`config.mk`:
```
export PLATFORM = sky130hd
export DESIGN_NAME = inst_prefetch
export DESIGN_NICKNAME = d
export VERILOG_FILES = /design/src/rtl/inst_prefetch_pkg.sv /design/src/rtl/prefetch_fifo.sv /design/src/rtl/inst_prefetch.sv
export SDC_FILE = /design/constraint.sdc
export NUM_CORES = 1
export LEC_CHECK = 0
export ABC_AREA = 1
export BUFFER_PORTS_ARGS = -buffer_cell sky130_fd_sc_hd__buf_4
export CAP_MARGIN = 30
export CELL_PAD_IN_SITES_DETAIL_PLACEMENT = 0
export CELL_PAD_IN_SITES_GLOBAL_PLACEMENT = 1
export CORE_UTILIZATION = 40
export CTS_CLUSTER_DIAMETER = 80
export DETAILED_ROUTE_END_ITERATION = 7
export GPL_TIMING_DRIVEN = 0
export PLACE_DENSITY_LB_ADDON = 0.1
export SLEW_MARGIN = 10
export SYNTH_ARGS = -nofsm -noshare
export SYNTH_HDL_FRONTEND = slang
export SYNTH_SLANG_ARGS = --single-unit
export TNS_END_PERCENT = 20
```
`constraint.sdc`:
```
create_clock -name clk -period 2.1 [get_ports clk]
set_clock_uncertainty 0.1 [all_clocks]
set_input_delay 0.21 -clock clk [delete_from_list [all_inputs] [get_ports clk]]
set_output_delay 0.21 -clock clk [all_outputs]
set_load 0.01 [all_outputs]
```
`src/rtl/inst_prefetch_pkg.sv`:
```
// Shared types for the instruction prefetch buffer.
// Optional feature macro: INST_PREFETCH_ERR_EN (bus-error tagging and fetch stop).
package inst_prefetch_pkg;

  typedef enum logic [1:0] {
    IDLE = 2'd0,
    REQ  = 2'd1,
    DROP = 2'd2
  } state_e;

  typedef struct packed {
    logic [31:0] pc;
    logic [31:0] inst;
    logic        err;
  } entry_t;

  localparam int unsigned WORD_BYTES = 4;

  // Clears the byte-offset bits so every bus address is word aligned.
  function automatic logic [31:0] word_align(input logic [31:0] addr);
    return addr & ~32'h3;
  endfunction

endpackage

```
`src/rtl/prefetch_fifo.sv`:
```
// Synchronous FIFO of prefetched {pc, inst, err} entries.
// clear_i has priority over push_i and pop_i; a push while full is accepted
// only together with a pop, so the count stays unchanged in that case.
module prefetch_fifo
  import inst_prefetch_pkg::*;
#(
  parameter int unsigned DEPTH = 4,
  localparam int unsigned AW = $clog2(DEPTH),
  localparam int unsigned CW = AW + 1
) (
  input  logic          clk,
  input  logic          rst_n,
  input  logic          clear_i,
  input  logic          push_i,
  input  entry_t        entry_i,
  input  logic          pop_i,
  output entry_t        head_o,
  output logic          full_o,
  output logic          empty_o,
  output logic [CW-1:0] count_o
);

  localparam logic [CW-1:0] DEPTH_C = CW'(DEPTH);

  entry_t          mem_q [DEPTH];
  logic [AW-1:0]   wr_ptr_q;
  logic [AW-1:0]   rd_ptr_q;
  logic [CW-1:0]   count_q;
  logic            push_ok;
  logic            pop_ok;

  assign full_o  = (count_q == DEPTH_C);
  assign empty_o = (count_q == '0);
  assign count_o = count_q;
  assign head_o  = mem_q[rd_ptr_q];

  assign pop_ok  = pop_i & ~empty_o;
  assign push_ok = push_i & (~full_o | pop_ok);

  // Storage, pointers and occupancy; clear only resets the bookkeeping.
  always_ff @(posedge clk or negedge rst_n) begin
    if (!rst_n) begin
      mem_q    <= '{default: '0};
      wr_ptr_q <= '0;
      rd_ptr_q <= '0;
      count_q  <= '0;
    end else if (clear_i) begin
      wr_ptr_q <= '0;
      rd_ptr_q <= '0;
      count_q  <= '0;
    end else begin
      if (push_ok) begin
        mem_q[wr_ptr_q] <= entry_i;
        wr_ptr_q        <= wr_ptr_q + AW'(1);
      end
      if (pop_ok) begin
        rd_ptr_q <= rd_ptr_q + AW'(1);
      end
      case ({push_ok, pop_ok})
        2'b10:   count_q <= count_q + CW'(1);
        2'b01:   count_q <= count_q - CW'(1);
        default: count_q <= count_q;
      endcase
    end
  end

endmodule

```
`src/rtl/inst_prefetch.sv`:
```
// Instruction prefetch buffer: sequential word fetches over a req/ack bus,
// queued {pc, inst, err} entries handed to fetch with valid/ready, flushed
// and restarted on redirect. At most one bus request is outstanding.
// Optional feature macro: INST_PREFETCH_ERR_EN -- entries carry mem_err and
// fetching stops after an error entry until the next redirect.
module inst_prefetch
  import inst_prefetch_pkg::*;
#(
  parameter int unsigned DEPTH    = 4,
  parameter logic [31:0] RESET_PC = 32'h0000_0000
) (
  input  logic        clk,
  input  logic        rst_n,
  input  logic        redirect,
  input  logic [31:0] redirect_pc,
  output logic        out_valid,
  input  logic        out_ready,
  output logic [31:0] out_pc,
  output logic [31:0] out_inst,
  output logic        out_err,
  output logic        mem_req,
  output logic [31:0] mem_addr,
  input  logic        mem_ack,
  input  logic [31:0] mem_rdata,
  input  logic        mem_err
);

  localparam int unsigned CW       = $clog2(DEPTH) + 1;
  localparam logic [CW:0] DEPTH_C  = (CW + 1)'(DEPTH);
  localparam logic [31:0] WORD_INC = 32'(WORD_BYTES);

  state_e        state_q;
  logic [31:0]   fetch_pc_q;
  logic          mem_req_q;
  logic [31:0]   mem_addr_q;
  logic          blocked_q;

  logic          push;
  logic          pop;
  logic          ack_err;
  entry_t        push_entry;
  entry_t        head;
  logic          fifo_empty;
  logic          fifo_full_unused;
  logic [CW-1:0] fifo_count;
  logic [CW:0]   count_after;
  logic          room;
  logic [31:0]   redirect_pc_al;
  logic [31:0]   pc_next;

`ifdef INST_PREFETCH_ERR_EN
  assign ack_err = mem_err;
`else
  logic unused_mem_err;
  assign unused_mem_err = mem_err;
  assign ack_err        = 1'b0;
`endif

  assign redirect_pc_al = word_align(redirect_pc);
  assign pc_next        = fetch_pc_q + WORD_INC;

  // A response is kept only for a live request; redirect discards it.
  assign push = (state_q == REQ) & mem_ack & ~redirect;
  assign pop  = ~fifo_empty & out_ready & ~redirect;

  assign push_entry.pc   = mem_addr_q;
  assign push_entry.inst = mem_rdata;
  assign push_entry.err  = ack_err;

  // Room is judged on the occupancy after this cycle's push/pop.
  assign count_after = {1'b0, fifo_count} + {{CW{1'b0}}, push} - {{CW{1'b0}}, pop};
  assign room        = (count_after < DEPTH_C);

  prefetch_fifo #(
    .DEPTH (DEPTH)
  ) u_fifo (
    .clk     (clk),
    .rst_n   (rst_n),
    .clear_i (redirect),
    .push_i  (push),
    .entry_i (push_entry),
    .pop_i   (pop),
    .head_o  (head),
    .full_o  (fifo_full_unused),
    .empty_o (fifo_empty),
    .count_o (fifo_count)
  );

  assign out_valid = ~fifo_empty;
  assign out_pc    = head.pc;
  assign out_inst  = head.inst;
  assign out_err   = head.err;
  assign mem_req   = mem_req_q;
  assign mem_addr  = mem_addr_q;

  // Fetch FSM with registered bus request/address.
  // A redirect seen in IDLE launches the new-PC request directly so the
  // bus request appears one cycle after the redirect.
  always_ff @(posedge clk or negedge rst_n) begin
    if (!rst_n) begin
      state_q    <= IDLE;
      fetch_pc_q <= RESET_PC;
      mem_req_q  <= 1'b0;
      mem_addr_q <= RESET_PC;
      blocked_q  <= 1'b0;
    end else begin
      case (state_q)
        IDLE: begin
          if (redirect) begin
            fetch_pc_q <= redirect_pc_al;
            mem_addr_q <= redirect_pc_al;
            mem_req_q  <= 1'b1;
            blocked_q  <= 1'b0;
            state_q    <= REQ;
          end else if (room && !blocked_q) begin
            mem_addr_q <= fetch_pc_q;
            mem_req_q  <= 1'b1;
            state_q    <= REQ;
          end
        end
        REQ: begin
          if (redirect) begin
            fetch_pc_q <= redirect_pc_al;
            blocked_q  <= 1'b0;
            if (mem_ack) begin
              mem_req_q <= 1'b0;
              state_q   <= IDLE;
            end else begin
              state_q   <= DROP;
            end
          end else if (mem_ack) begin
            fetch_pc_q <= pc_next;
            if (ack_err) begin
              blocked_q <= 1'b1;
              mem_req_q <= 1'b0;
              state_q   <= IDLE;
            end else if (room) begin
              mem_addr_q <= pc_next;
            end else begin
              mem_req_q <= 1'b0;
              state_q   <= IDLE;
            end
          end
        end
        DROP: begin
          if (redirect) begin
            fetch_pc_q <= redirect_pc_al;
            blocked_q  <= 1'b0;
          end
          if (mem_ack) begin
            mem_req_q <= 1'b0;
            state_q   <= IDLE;
          end
        end
        default: begin
          mem_req_q <= 1'b0;
          state_q   <= IDLE;
        end
      endcase
    end
  end

endmodule

```
==> metrics.txt, run 1 <==
area leader, netlist=dfrtp_1; CP cell instances=inv_2, nand3_4, nand2_4, nor2_4, ha_4, inv_2, ha_4, inv_2, nor2_1, nand3_1, nand2_1, nand2_1, nand2_2, nand3_2, nand2_4, nand2_8, clkbuf_16, nand2_2, nand2_1; RSZ-0062 raised after global routing=yes; Final Hold Fails=0; CP Launch Point=u_fifo.count_o[1]; Inserted Clock Buffers=39; maximum clock rate=417.4 MHz; Post-synth EDFFs=0; fill count=between 3000 and 4000; sequential area share after synthesis=0.5145; initial antenna violation count=0; DRC Markers=0; vias=approximately 15000; DRT Pass-1 Iters=7; CP max stage delay=between 0.3 and 0.4 ns; Die Y=between 200 and 250 um; Hold Startpoint=redirect; GRT Util Overall=0.2851; Buffers & Inverters on Critical Path=4; share of cells above drive strength 1=0.2639; routed len/inst=between 20 and 25 um; clk_lat worst skew=~0.55 ns; top cell type's share of synthesized area=0.5145; Max clock buf depth=3; routed wire length=approximately 57000 um; Synth cell types=37; Crit Path Max Fanout=5; failing checks=setup timing; CP Class=reg -> reg; top-count cell post-synth=nand2_1; max-cap violations=0; Final Net Count=2362; Final Critical Period=roughly 2.4 ns; CTS clk-pin slew, worst paths=~0.060 ns; Hold Path Class=in -> reg; VDD IR max=about 0.0006 V; reg2reg path depth=19; PortBufs=164; Vias/cell=roughly 5.3; clk sinks=323; register area=between 0.008 and 0.009 mm2; Worst Slack Setup Final=-0.2959 ns; gr ovfl total=0; worst hold path depth=5; row count=72; hold worst-path end=mem_addr[16]; met1 Usage GRT=0.3702; number of global-route vias before repair=15080; leakage=10.33 nW; Synth Register Bits=about 320; post-synthesis cell count=between 1500 and 2000; Final Core Density=0.5677; first-pass GRT wire length=88280 um; PnR Total Power=between 30 and 40 mW; Slowest-stage cell, CP=dfrtp_1; Worst-Margin Slew=0.8058 ns; ranking of synthesized cells by area=dfrtp_1, nand2_1, o21ai_0, nor2_1, o21ai_1; I/O pin cnt=169; Clock Tree Root=clkbuf_16; worst r2r src=u_fifo.count_o[1]; Synth-to-Final Area Change=39.67%; period utilisation layout=1.141; YS warnings=0; pin count of the biggest net entering global routing=95; top cells by count, synth=nand2_1, dfrtp_1, o21ai_0; Async SR Flop Fraction=1.000; die area=0.04007 mm2; Syn Std Cell Area=about 0.016 mm2; Placeable Area=around 0.039 mm2; H-tree Lvls=2; Multi-input gate area=roughly 0.0074 mm2; Power Density=approximately 1500 mW/mm2; critical path arrival=approximately 2.7 ns; crit path capture type=flop; max_slew headroom=0.4628; kind of cell adding the most delay to the critical path=simple AND/OR/NAND/NOR gates; Max Slew Vio Count=0; CTS tree=built; post-detail-place hpwl=between 30000 and 40000 um; GRT Max-Usage Layer=met2; R2R Setup Slk=-0.30 ns; met3 usage=0.04507; Data required, critical path=approximately 2.4 ns; gp weighted congestion=around 0.98; top_reg_cell synth=dfrtp_1; RR Endpoint=mem_addr[16]; Routed Antenna Nets=0; Global Route met2 Usage=0.4826; syn_area_per_cell=7.994 um2; n_diodes=0; Die X=200.2 um; CP Launch Type=flop; Synthesized Nets=around 2000; Initial Utilization=0.4065; Starting DRT DRC Count=roughly 1100; final setup fails=roughly 120; status=finished, violations left
## worst max-delay path by stage
| stage | cells after the start | end | slack, ns |
|---|---|---|---|
| after floorplan | 19 | mem_addr[12] | -0.13 |
| after global placement | 1 | fetch_pc_q[5] | -2.46 |
| after detailed placement | 7 | out_pc[1] | -0.73 |
| after CTS | 19 | mem_addr[12] | -0.28 |
| after global routing | 19 | mem_addr[8] | -0.45 |
| final | 19 | mem_addr[16] | -0.30 |
## power by group
part / leakage (nW) / total (mW) / internal, mW / switching (mW)
clock network: 0.614 / 6.77 / 4.09 / 2.68
registers: 4.24 / 10.5 / 8.52 / 1.93
logic: 5.48 / 14.7 / 6.50 / 8.22
total: 10.3 / 32.0 / 19.1 / 12.8
## repair_timing
item	in CTS	in global routing
pin swaps	66	20
gates resized for setup	450	140
hold endpoints to repair	236	0
buffers inserted	29	4
endpoints found under the setup margin	327	190
hold buffers	65	0
cloned	16	1
## worst min-delay path, cell delays in order
cell and delay, ns:
buf_4 0.13, nor2_1 0.10, nand2_8 0.13, nand3_1 0.09, nand2_1 0.06
## flip-flops by register name, indices dropped and copies added (netlist names)
| signal | flops |
|---|---|
| fetch_pc_q | 30 |
| mem_addr | 31 |
| mem_req | 1 |
| state_q | 2 |
| u_fifo.count_o | 3 |
| u_fifo.mem_q | 252 |
| u_fifo.rd_ptr_q | 2 |
| u_fifo.wr_ptr_q | 2 |
## per-stage QoR
step	instances	hold slack (ns)	worst slack, ns	cell area [um2]	TNS, ns
finish	2826	0.1147	-0.2959	21940	-15.16
global route	2826	0.1162	-0.4503	21940	-45.63
CTS	2825	0.07411	-0.2813	21510	-18.76
detailed placement	2650	0.1081	-0.7289	17680	-71.70
global placement	2647	0.3247	-2.463	17590	-855.30
floorplan	1965	-0.1856	-0.1283	15710	-3.907
## area by class of cell
type | count | share of cell area
sequential | 323 | 0.3686
multi-input combinational | 1386 | 0.3382
timing repair buffer | 280 | 0.1196
buffer | 131 | 0.06518
clock buffer | 61 | 0.05384
tap | 518 | 0.02954
inverter | 122 | 0.02133
clock inverter | 5 | 0.003707
## routing by layer
metal / part of all wire / routed length (um)
met4: 0.030 / 1723
met1: 0.43 / 24280
met2: 0.49 / 27960
met5: 0 / 0
met3: 0.049 / 2756
## cell usage in the layout (no fill, tap or decap), drive strengths merged
master       Yosys  final
o22ai           64     64
a31oi            2      2
o31ai            1      1
xnor2            2      2
o21ai          460    460
nor3             2      2
ha               8      8
conb             1      1
clkbuf          76    140
inv            121    120
nand4            7      7
dfrtp          323    323
dlygate4sd3      0     65
fa               1      1
buf             58    267
and2             1      1
a22oi            1      1
nand2          498    498
or2              4      4
o21a             6      6
clkinv           1      3
nor2           191    191
a21oi           43     43
xor2             8      8
bufinv           0      2
o21bai           1      1
clkinvlp         0      2
o211ai          15     15
nand3           70     70
## kinds of logic after synthesis
group,Yosys count,share of synthesized area
AO/OA/AOI/OAI,593,0.2002
XOR/XNOR,10,0.005576
adder cells (fa/ha/maj),9,0.007647
buffers and inverters,256,0.07439
flip-flops,323,0.5145
other,1,0.0002387
AND/OR/NAND/NOR,773,0.1975
(Power assumes the default switching activity.)
==> run 2: changes to the inputs <==
--- a/config.mk
+++ b/config.mk
@@ -6,6 +6,7 @@
 export NUM_CORES = 1
 export LEC_CHECK = 0
 export ABC_AREA = 1
+export ABC_CLOCK_PERIOD_IN_PS = 2100
 export BUFFER_PORTS_ARGS = -buffer_cell sky130_fd_sc_hd__buf_4
 export CAP_MARGIN = 30
 export CELL_PAD_IN_SITES_DETAIL_PLACEMENT = 0
@@ -18,5 +19,6 @@
 export SLEW_MARGIN = 10
 export SYNTH_ARGS = -nofsm -noshare
 export SYNTH_HDL_FRONTEND = slang
+export SYNTH_HIERARCHICAL = 1
 export SYNTH_SLANG_ARGS = --single-unit
 export TNS_END_PERCENT = 20
==> run 2 against run 1 <==
Against the previous run: the run ends with DRC, setup timing left; synthesized cell count increased by 14%; critical path depth increased by 1; worst setup slack got worse by 0.040 ns; final area increased by 11%; non-clock buffer count increased by 43; routed wire length increased by 14%; highest routed layer unchanged.
==> metrics.txt, run 2 <==
status=finished, violations left; failing checks=DRC, setup timing; Routed Antenna Nets=0; Hold Path Class=in -> async; crit path to=mem_addr[12]; DRT Pass-1 Iters=8; post-synthesis cell count=2231; post-detail-place hpwl=approximately 41000 um; Final Core Density=0.5898; share of cells above drive strength 1=0.2767; gr ovfl total=0; Placed Cells=between 2000 and 3000; Data required, critical path=about 2.5 ns; initial antenna violation count=0; max_slew headroom=0.4919; period utilisation layout=1.160; area post-placement=0.01887 mm2; first-pass GRT wire length=between 90000 and 100000 um; clk_lat worst skew=about 0.56 ns; number of global-route vias before repair=approximately 17000; most frequent cells in the layout=nand2_1, dfrtp_1, o21ai_1; clk sinks=between 300 and 400; fin cells=between 3000 and 4000; Inserted Clock Buffers=40; die area=between 0.04 and 0.05 mm2; Die X=just over 200 um; worst r2r src=u_fifo/count_o[0]; Clock Tree Root=clkbuf_16; Power Density=1306 mW/mm2; PortBufs=165; pre-CTS setup slack=-0.7629 ns; fill count=3832; Max clock buf depth=3; final setup fails=approximately 350; Reg with most FFs=u_fifo/mem_q; pin count of the biggest net entering global routing=between 70 and 80; H-tree Lvls=2; routed wire length=approximately 65000 um; finished layout cell area=around 0.024 mm2; row count=between 70 and 80; CTS tree=built; max-cap violations=0; Final Net Count=approximately 2700; VDD IR max=roughly 0.00069 V; CP Class=reg -> reg; Worst Slack Setup Final=-0.3359 ns; syn_area_per_cell=about 7.5 um2; GRT Util Overall=0.3010; YS warnings=6; Worst-Margin Slew=0.7621 ns; Crit Path Max Fanout=6; Initial Utilization=0.4085; most common cell after layout, fill and taps aside=nand2_1; Final Hold Fails=0; Synth-to-Final Area Change=44.36%; Vias/cell=5.363; CP Launch Type=flop; reg2reg path depth=20; critical path arrival=2.83 ns; DRC Markers=10; Max Slew Vio Count=0; maximum clock rate=slightly above 400 MHz; gp weighted congestion=roughly 0.96; Final Critical Period=roughly 2.4 ns; RSZ-0062 raised after global routing=yes; WHS=~0.084 ns; setup_tns=-43.68 ns; CTS clk-pin slew, worst paths=0.06 ns; R2R Setup Slk=-0.34 ns; Placeable Area=about 0.041 mm2; Die Y=between 200 and 250 um; n_diodes=0; leakage=11.99 nW; RR Endpoint=mem_addr[12]; I/O pin cnt=approximately 170; Starting DRT DRC Count=between 1000 and 1500; Syn Std Cell Area=around 0.017 mm2; vias=16809; crit path capture type=flop; PnR Total Power=~32 mW; CP Launch Point=u_fifo/count_o[0]; routed len/inst=between 20 and 25 um; max reg flops=260
[run 2: what timing repair did]
action / CTS / global route
setup endpoints to repair: 365 / 366
pin swaps: 81 / 38
endpoints found under the hold margin: 305 / 0
buffers inserted: 26 / 14
resized for setup: 539 / 329
cloned: 17 / 7
hold buffers: 65 / 0
[run 2: layer usage]
metal,vias up,wire length (um),track usage
met3,141,3279,0.04584
met5,-,0,0
met1,8176,26920,0.3820
li1,8003,-,-
met4,0,2491,0.1303
met2,489,31890,0.5085
[run 2: power by group]
group,switching [mW],internal (mW)
clock network,2.88,4.46
logic,7.89,6.33
registers,1.88,8.21
total,12.6,19.0
[run 2: worst min path at each step]
stage | cells past startpoint | start | end
floorplan | 0 | rst_n | fetch_pc_q[10]
global placement | 3 | mem_rdata[23] | u_fifo/mem_q[219]
detailed placement | 1 | rst_n | u_fifo/mem_q[6]
CTS | 2 | rst_n | u_fifo/mem_q[6]
global route | 2 | rst_n | u_fifo/mem_q[6]
finish | 2 | rst_n | u_fifo/mem_q[6]
[run 2: critical path: stages, from the launching register on]
cell and delay [ns]:
dfrtp_2 0.42, nor2_4 0.12, nand2_2 0.08, inv_2 0.06
inv_2 0.03, nand2_2 0.07, nor2_4 0.05, ha_4 0.18
inv_2 0.05, ha_4 0.19, inv_2 0.04, nor2_2 0.03
nand3_2 0.07, nand2_1 0.07, nand2_2 0.09, nand2_4 0.09
a21boi_4 0.20, buf_12 0.17, clkbuf_16 0.16, nand2_2 0.05
nand2_1 0.06
[run 2: final cells by class]
type                       count  area (um2)  share of cell area
tap                          532       665.6             0.02746
buffer                       157        1615             0.06663
clock inverter                12       197.7            0.008154
timing repair buffer         297        3072              0.1267
multi-input combinational   1674        8960              0.3696
clock buffer                  60        1167             0.04815
sequential                   331        8288              0.3418
inverter                      71       279.0             0.01151
